==> config.mk <==
export PLATFORM = sky130hd
export DESIGN_NAME = seg_scan_driver
export DESIGN_NICKNAME = d
export VERILOG_FILES = /design/src/rtl/seg_scan_driver.sv
export SDC_FILE = /design/constraint.sdc
export NUM_CORES = 1
export LEC_CHECK = 0
export BUFFER_PORTS_ARGS = -buffer_cell sky130_fd_sc_hd__buf_4
export CAP_MARGIN = 30
export CORE_MARGIN = 1
export CORE_UTILIZATION = 50
export DETAILED_ROUTE_END_ITERATION = 10
export PLACE_DENSITY = 0.83
export RECOVER_POWER = 100
export SETUP_SLACK_MARGIN = 0.05
export SLEW_MARGIN = 5
export SYNTH_ARGS = -nofsm -noshare
export SYNTH_HDL_FRONTEND = slang
export SYNTH_SLANG_ARGS = --single-unit
==> constraint.sdc <==
create_clock -name clk -period 3.5 [get_ports clk]
set_input_delay 0.7 -clock clk [delete_from_list [all_inputs] [get_ports clk]]
set_output_delay 0.7 -clock clk [all_outputs]
set_load 0.005 [all_outputs]
==> src/rtl/seg_scan_driver.sv <==
// Eight-digit multiplexed hex display driver.
// Time-slices one active-low digit enable at a time over a latched 32-bit value.
module seg_scan_driver #(
  parameter int unsigned SCAN_DIV = 50000,
  parameter bit          BLANK_LZ = 1'b1
) (
  input  logic        clk,
  input  logic        rst,
  input  logic        display_we,
  input  logic [31:0] display,
  input  logic        halt,
  output logic [7:0]  an,
  output logic [6:0]  seg,
  output logic        dp,
  output logic [31:0] shown
);

  localparam logic [15:0] DIV_MAX = 16'(SCAN_DIV - 1);

  logic [15:0] cnt_q, cnt_d;
  logic [2:0]  idx_q, idx_d;
  logic [31:0] shown_q, shown_d;
  logic        wrap;

  always_comb begin
    wrap    = (cnt_q == DIV_MAX);
    cnt_d   = wrap ? 16'd0 : cnt_q + 16'd1;
    idx_d   = wrap ? idx_q + 3'd1 : idx_q;
    shown_d = display_we ? display : shown_q;
  end

  always_ff @(posedge clk or posedge rst) begin
    if (rst) begin
      cnt_q   <= '0;
      idx_q   <= '0;
      shown_q <= '0;
    end else begin
      cnt_q   <= cnt_d;
      idx_q   <= idx_d;
      shown_q <= shown_d;
    end
  end

  logic [4:0]  base;
  logic [3:0]  nib;
  logic [31:0] upper;
  logic        blank;
  logic [6:0]  seg_hi;

  always_comb begin
    base  = {idx_q, 2'b00};
    nib   = shown_q[base +: 4];
    upper = shown_q >> base;
    // Digit 0 always lights so a zero value still shows "0".
    blank = BLANK_LZ && (idx_q != 3'd0) && (upper == 32'd0);
  end

  always_comb begin
    seg_hi = 7'h00;
    unique case (nib)
      4'h0: seg_hi = 7'h3F;
      4'h1: seg_hi = 7'h06;
      4'h2: seg_hi = 7'h5B;
      4'h3: seg_hi = 7'h4F;
      4'h4: seg_hi = 7'h66;
      4'h5: seg_hi = 7'h6D;
      4'h6: seg_hi = 7'h7D;
      4'h7: seg_hi = 7'h07;
      4'h8: seg_hi = 7'h7F;
      4'h9: seg_hi = 7'h6F;
      4'hA: seg_hi = 7'h77;
      4'hB: seg_hi = 7'h7C;
      4'hC: seg_hi = 7'h39;
      4'hD: seg_hi = 7'h5E;
      4'hE: seg_hi = 7'h79;
      4'hF: seg_hi = 7'h71;
    endcase
  end

  always_comb begin
    an    = blank ? 8'hFF : ~(8'b1 << idx_q);
    seg   = blank ? 7'h7F : ~seg_hi;
    dp    = ~((idx_q == 3'd0) && halt);
    shown = shown_q;
  end

endmodule

Yosys cells after proc, flatten, opt, wreduce, memory -nomap -nowiden --
Memory sizes are Yosys's and may differ from the RTL's. Cells that the tools add are included.
Word-level totals: bits of input ports 36, memories kept 1, memory bits (read-only) 112, bits in registers 51, logic and storage cells 21
Operators by class: equal/unequal tests 1, multiplexer cells 3, bitwise gates (word level) 3, reductions and logical operators 5, shifts and indexed selects 3, add/subtract/negate cells 2
Memories:
- (no name shown) | depth 16, width 7, rd ports 1, clocked after memory_dff 0, write ports 0, RTL line 60 | unique case (nib)
Operators by type and width (number):
- 32-bit zero test | 1
- 32-bit by 6-bit variable part select with 4-bit output | 1
- 32-bit by 5-bit right shift with 32-bit output | 1
- 16-bit by 1-bit adder with 16-bit output, second input constant | 1
- 16-bit == test, second input constant | 1
- 16-bit 2-to-1 mux | 1
- 8-bit 2-to-1 mux | 1
- 8-bit NOT | 1
- 1-bit by 3-bit left shift with 8-bit output, first input constant | 1
- 7-bit 2-to-1 mux | 1
- 7-bit NOT | 1
- 3-bit by 1-bit adder with 3-bit output, second input constant | 1
- 3-bit zero test | 1
- 3-bit nonzero test | 1
- 1-bit logical AND | 2
- 1-bit NOT | 1

Depth between registers and ports, before layout --
Gate-level depths: netlist of run 1.
depth in word-level cells 4, mapped depth 10

Worst setup path after synthesis of run 1 --
Ideal clock, no wire load.
kind register -> output, start register idx_q[1], end output port seg[0], arrival 2.606 ns, stages on the path, launching flop included 11, buffers on the path 3, data required time 2.800 ns, slack 0.194 ns, path through dfrtp_1 buf_6 buf_2 mux4_2 mux2i_1 ha_1 o211ai_1 a211oi_1 o211ai_2 buf_6 o22ai_2
On the way: longest elaborated chain between the ends 4
RTL lines:
- start: declaration | RTL line 21 | logic [2:0] idx_q, idx_d;
- start signal: assignment | RTL line 39 | idx_q <= idx_d;
- 32-bit by 6-bit variable part select with 4-bit output / 32-bit by 5-bit right shift with 32-bit output (equally long branches) | RTL line 52, 53
- memory 16 x 7 bit / 32-bit zero test (equally long branches)
- 7-bit NOT / 1-bit logical AND (equally long branches) | RTL line 82, 55
- 7-bit 2-to-1 mux * | RTL line 82 | seg = blank ? 7'h7F : ~seg_hi;
- end: declaration | RTL line 13 | output logic [6:0] seg,
Every way passes the cells marked *; elsewhere a longest branch is shown, timed or not.

Final worst setup path of run 1 --
start register idx_q[1], end output port seg[3]
The elaborated chain is that of the path after synthesis.

==> results of run 1 <==
final timing paths:
check	start	endpoint	slack, ns	depth (start not counted)
min in group asynchronous	rst	cnt_q[3]	0.51	2
max reg2reg	cnt_q[7]	idx_q[1]	1.15	4
max	idx_q[1]	seg[3]	0.05	9
min reg2reg	cnt_q[10]	cnt_q[10]	0.50	1
max in group asynchronous	rst	idx_q[1]	0.85	3
min	cnt_q[10]	cnt_q[10]	0.50	1
placed cells by master (no fill, tap or decap), types with 2 or more instances in the layout:
cell type	instances
nor4_1	9
nand2_1	13
clkbuf_4	29
o21ai_2	2
a22oi_1	5
buf_4	58
dfrtp_2	2
inv_2	3
xnor2_1	7
clkbuf_8	5
nor2_1	22
inv_1	6
buf_2	2
or3_1	2
mux4_2	8
nor3_1	7
o211ai_1	2
nand4_1	4
mux2i_1	4
ha_1	12
dfrtp_1	49
o211ai_2	3
nor2b_1	2
mux2_2	34
clkbuf_1	6
o21ai_1	6
o21ai_0	4
xor2_1	9
mux2i_2	2
mux2_1	3
nand3_1	12
a21oi_1	3
critical path: cells and delay by family, from the launching register on:
| family | cells | cell delay, ns |
|---|---|---|
| buffers and inverters | 2 | 0.30 |
| AOI/OAI and AO/OA | 4 | 0.73 |
| adders and majority gates | 1 | 0.23 |
| muxes | 2 | 0.72 |
| DFF | 1 | 0.45 |
power groups by stage:
stage	sequential [mW]	clock [mW]	combinational [mW]
detailed placement	0.687	0	0.289
CTS	0.676	0.421	0.291
global route	0.682	0.453	0.314
global placement	0.687	0	0.277
finish	0.676	0.416	0.290
floorplan	0.675	0	0.141
repair_timing:
action | CTS | global route
endpoints found under the setup margin | 11 | 11
buffers inserted | 1 | 3
resized for setup | 3 | 7
cloned | 0 | 1
pin swaps | 1 | 7
Yosys cell counts (all sizes together):
cell type   n  share of area
ha         13          0.055
mux2i       6          0.022
a21oi       4         0.0080
mux2       37           0.14
o211ai      5          0.018
nor4        9          0.021
xor2        9          0.027
nand2      13          0.017
xnor2       7          0.021
and3        1         0.0021
or3         2         0.0042
mux4        8          0.061
nor3        7          0.012
a22oi       5          0.013
nand3      12          0.020
a211oi      2         0.0051
clkbuf      2         0.0025
o21ai      12          0.022
nor2b       2         0.0042
o22ai       1         0.0042
buf        11          0.025
a31oi       1         0.0021
nand2b      1         0.0021
or4b        1         0.0034
nand4       4         0.0085
o22a        1         0.0030
inv         9          0.011
dfrtp      51           0.43
nor2       22          0.028
a221oi      1         0.0030
o221ai      1         0.0030
logic make-up (layout without fill, tap and decap cells):
group	after synthesis	in the layout	share of synthesized area
AOI/OAI and AO/OA	33	33	0.0805
and+or+nand+nor	74	74	0.122
muxes	51	51	0.224
buffers and inverters	22	114	0.0386
adders and majority gates	13	13	0.0551
DFF	51	51	0.432
xor gates and xnor gates	16	16	0.0475
layer usage:
| layer | up-vias | track usage | share of wire |
|---|---|---|---|
| met4 | 0 | 0.102 | 0.031 |
| met1 | 1196 | 0.329 | 0.41 |
| met2 | 118 | 0.385 | 0.48 |
| li1 | 1119 | - | - |
| met3 | 24 | 0.0540 | 0.076 |
| met5 | - | 0 | 0 |
metrics by stage:
step / area, µm² / total power, mW / instances / utilization
after detailed placement: 3660 / 0.976 / 411 / 0.653
after floorplan: 2950 / 0.816 / 260 / -
after global routing: 3810 / 1.45 / 424 / 0.679
final: 3810 / 1.38 / 424 / 0.679
after CTS: 3800 / 1.39 / 420 / 0.677
after global placement: 3640 / 0.964 / 409 / 0.649
registers in the layout, indices dropped and copies added (netlist names):
signal  cells
idx_q       3
cnt_q      16
shown      32
layout make-up:
type | instances | area, µm²
multi-input combinational | 187 | 1580
clock buffer | 5 | 68.8
inverter | 9 | 33.8
sequential | 51 | 1280
tap | 72 | 90.1
clock inverter | 3 | 46.3
timing repair buffer | 97 | 712
fill | 440 | 1800
==> qor.yml, run 1 <==
hold_violations: 0
dieArea_um2: 6220
layout_min_cycle_time_ns: 3.45
clkLatencyLatePin_ns: 0.31
grt_pass1_wl_um: 11800
pre_cts_ws_ns: 0.200
final_nets: 400
port_buffers: 83
post-dp-hpwl_um: 5510
slowest_delay_ns: 0.53
setup-violations-final: 0
end_kind: "output pin"
p_int_mw: 1.01
gp_congestion: 0.878
viasPerCell: 5.79
cts_root_buf: "clkbuf_8"
setup_ws_ns: 0.0465
combPwrFrac: 0.210
power_switching_mw: 0.371
synth_area_um2: 2950
fin_crit_sh: 0.987
grt_pass1_vias: 2461
clockBufferDepth: 2
power_switching_share: 0.269
first_pass_iters: 5
drc: 0
ir_drop_v: 0.000338
cts.clk_slew.worst_paths_ns: 0.10
synthCells: 260
wl_per_cell_um: 17.3
cts_hold_buf: 0
critPathRequiredTime_ns: 2.80
holdCritPathClass: "reg -> reg"
grt_overflow: 0
criticalPathCategory: "reg -> out"
drtIter0Drc: 159
violations: "max-capacitance violations, max-slew violations"
cp.arrival_ns: 2.75
crit_slowest_cell: "mux4_2"
start_kind: "register"
synth_seq_area_share: 0.432
status: "finished with violations"
pwr-share-clk: 0.301
die_h_um: 78.9
rsz0062_at_grt: "yes"
cts_max_level: 2
maxCapViolCount: 2
synth.distinct_cells: 42
crit_path_max_fanout: 6
grt.total_usage: 0.245
synthToLayoutAreaGrowth_pct: 28.9
wirelength_um: 7330
grt_max_degree: 34
p_per_area_nw_per_um2: 363
final_antenna_net_count: 0
p_seq_frac: 0.489
crit_chain: "mux4_2 > mux2i_2 > ha_2 > o211ai_1 > a211oi_2 > o211ai_2 > buf_6 > o221ai_2 > buf_4"
antenna_found_initial: 0
ios: 84
core-area_um2: 5610
ys_warn_count: 0
synth.net_count: 309
avgSynthCellArea_um2: 11.4
die_w_um: 78.9
finClkSkew_ns: 0.00861
vias: 2457
cts_buffers: 5
tns_ns: 0
slew_headroom: -0.136
drive_gt1_frac: 0.449
initial_utilization: 0.527
ys_ff_latch: 51
cts_tree: "built"
diodes: 0
clock_sinks: 51
worst_pin_slew_ns: 1.70
max_clock_freq_mhz: 290
hold_slack_ns: 0.496
rows: 27
final-max-slew-violation-count: 67
power_leakage_nw: 1.67
(Power assumes the default switching activity.)
==> inputs of run 2 (changes only) <==
Settings changed: CELL_PAD_IN_SITES_DETAIL_PLACEMENT set to 1, CELL_PAD_IN_SITES_GLOBAL_PLACEMENT set to 2, CORE_UTILIZATION 50 to 33, PLACE_DENSITY 0.83 to 0.86.
==> qor.yml, run 2 (synthesized netlist as in run 1, its figures left out) <==
status: "finished with violations"
violations: "max-capacitance violations, max-slew violations"
mostFrequentLayoutCell: "buf_4"
clock_sinks: 51
dpl.cell_count: 448
gp_congestion: 0.883
initial_utilization: 0.340
grt_pass1_vias: 2515
cts_tree: "built"
synthToLayoutAreaGrowth_pct: 29.1
antenna_found_initial: 0
die_h_um: 96.6
criticalPathCategory: "reg -> out"
layout_min_cycle_time_ns: 3.34
grt_pass1_wl_um: 13200
clockBufferDepth: 2
stdcell_count: 458
fin_crit_sh: 0.956
power_mw: 1.30
final-max-slew-violation-count: 74
final_cell_area_um2: 3810
cts_hold_buf: 0
largest_reg_flops: 32
nFillCells: 1010
layout_common_cells: "59 x buf_4, 48 x dfrtp_1, 34 x mux2_2"
port_buffers: 83
viasPerCell: 5.18
dieArea_um2: 9330
place_area_um2: 3720
cts_max_level: 2
post-dp-hpwl_um: 6170
cts_root_buf: "clkbuf_8"
finClkSkew_ns: 0.00786
p_per_area_nw_per_um2: 342
cp.arrival_ns: 2.64
rows: 34
vias: 2372
wirelength_um: 7870
die_w_um: 96.6
holdCritPathClass: "in -> async"
setup-violations-final: 0
final_nets: 398
ios: 84
end_kind: "output pin"
grt_max_degree: 41
grt.total_usage: 0.186
first_pass_iters: 4
slew_headroom: -0.248
max_clock_freq_mhz: 299
diodes: 0
cts.clk_slew.worst_paths_ns: 0.10
final_antenna_net_count: 0
wl_per_cell_um: 17.2
start_kind: "register"
ir_drop_v: 0.000160
r2r_cells: 4
hold_slack_ns: 0.405
grt_overflow: 0
power_leakage_nw: 1.64
drive_gt1_frac: 0.443
critPathRequiredTime_ns: 2.80
rsz0062_at_grt: "yes"
drc: 0
clkLatencyLatePin_ns: 0.31
drtIter0Drc: 123
crit_path_max_fanout: 11
core-area_um2: 8680
maxCapViolCount: 2
worst_pin_slew_ns: 1.87
hold_violations: 0
cts_buffers: 5
[run 2: cell count changes in the layout (fill, tap and decap cells not counted), moves of 2 or more]
cell / previous run / this run
ha_2: 1 / 3
ha_1: 12 / 10
clkbuf_4: 29 / 25
buf_2: 2 / 0
clkbuf_1: 6 / 9
[run 2: timing repair]
item                       in CTS  in global routing
resized for setup               2                 10
setup endpoints to repair      11                 11
hold endpoints to repair        0                  0
buffers inserted                1                  1
pin swaps                       1                  4
[run 2: power by group]
part / switching [mW] / internal [mW]
registers: 0.0517 / 0.626
logic: 0.119 / 0.167
clock network: 0.201 / 0.140
total: 0.371 / 0.934
[run 2: worst paths after layout]
kind | start | end | slack, ns
max | shown[21] | seg[3] | 0.16
min in group clk | cnt_q[13] | cnt_q[13] | 0.51
min | rst | cnt_q[1] | 0.41
max in group asynchronous | rst | idx_q[1] | 0.63
min reg2reg | cnt_q[13] | cnt_q[13] | 0.51
max reg2reg | cnt_q[7] | idx_q[1] | 0.86
[run 2: final cells by class]
cell class	count	area, µm²	share of cell area
inverter	9	33.8	0.00886
multi-input combinational	187	1580	0.416
clock buffer	6	72.6	0.0190
sequential	51	1280	0.336
tap	108	135	0.0355
clock inverter	2	12.5	0.00328
timing repair buffer	95	693	0.182
[run 2: routing by layer]
metal	vias to the layer above	wire, µm	share of wire	track usage
met1	1191	3770	0.48	0.256
met5	-	0	0	0
li1	1124	-	-	-
met3	6	236	0.030	0.0243
met4	0	98	0.012	0.0478
met2	51	3760	0.48	0.310
[run 2: worst max-delay path: stages, from the launching register on]
cell      delay (ns)
dfrtp_1         0.45
mux4_2          0.50
mux2i_2         0.19
ha_2            0.22
o211ai_1        0.10
a211oi_2        0.27
o211ai_2        0.12
buf_6           0.16
o221ai_2        0.18
buf_4           0.13
[run 2: metrics by stage]
| step | setup TNS [ns] | utilization | setup WS, ns |
|---|---|---|---|
| 2_1_floorplan | 0 | - | 0.194 |
| 3_3_place_gp | 0 | 0.426 | 0.349 |
| 3_5_place_dp | 0 | 0.428 | 0.219 |
| 4_1_cts | 0 | 0.440 | 0.0865 |
| 5_1_grt | -0.00722 | 0.439 | -0.00722 |
| 6_report | 0 | 0.439 | 0.155 |
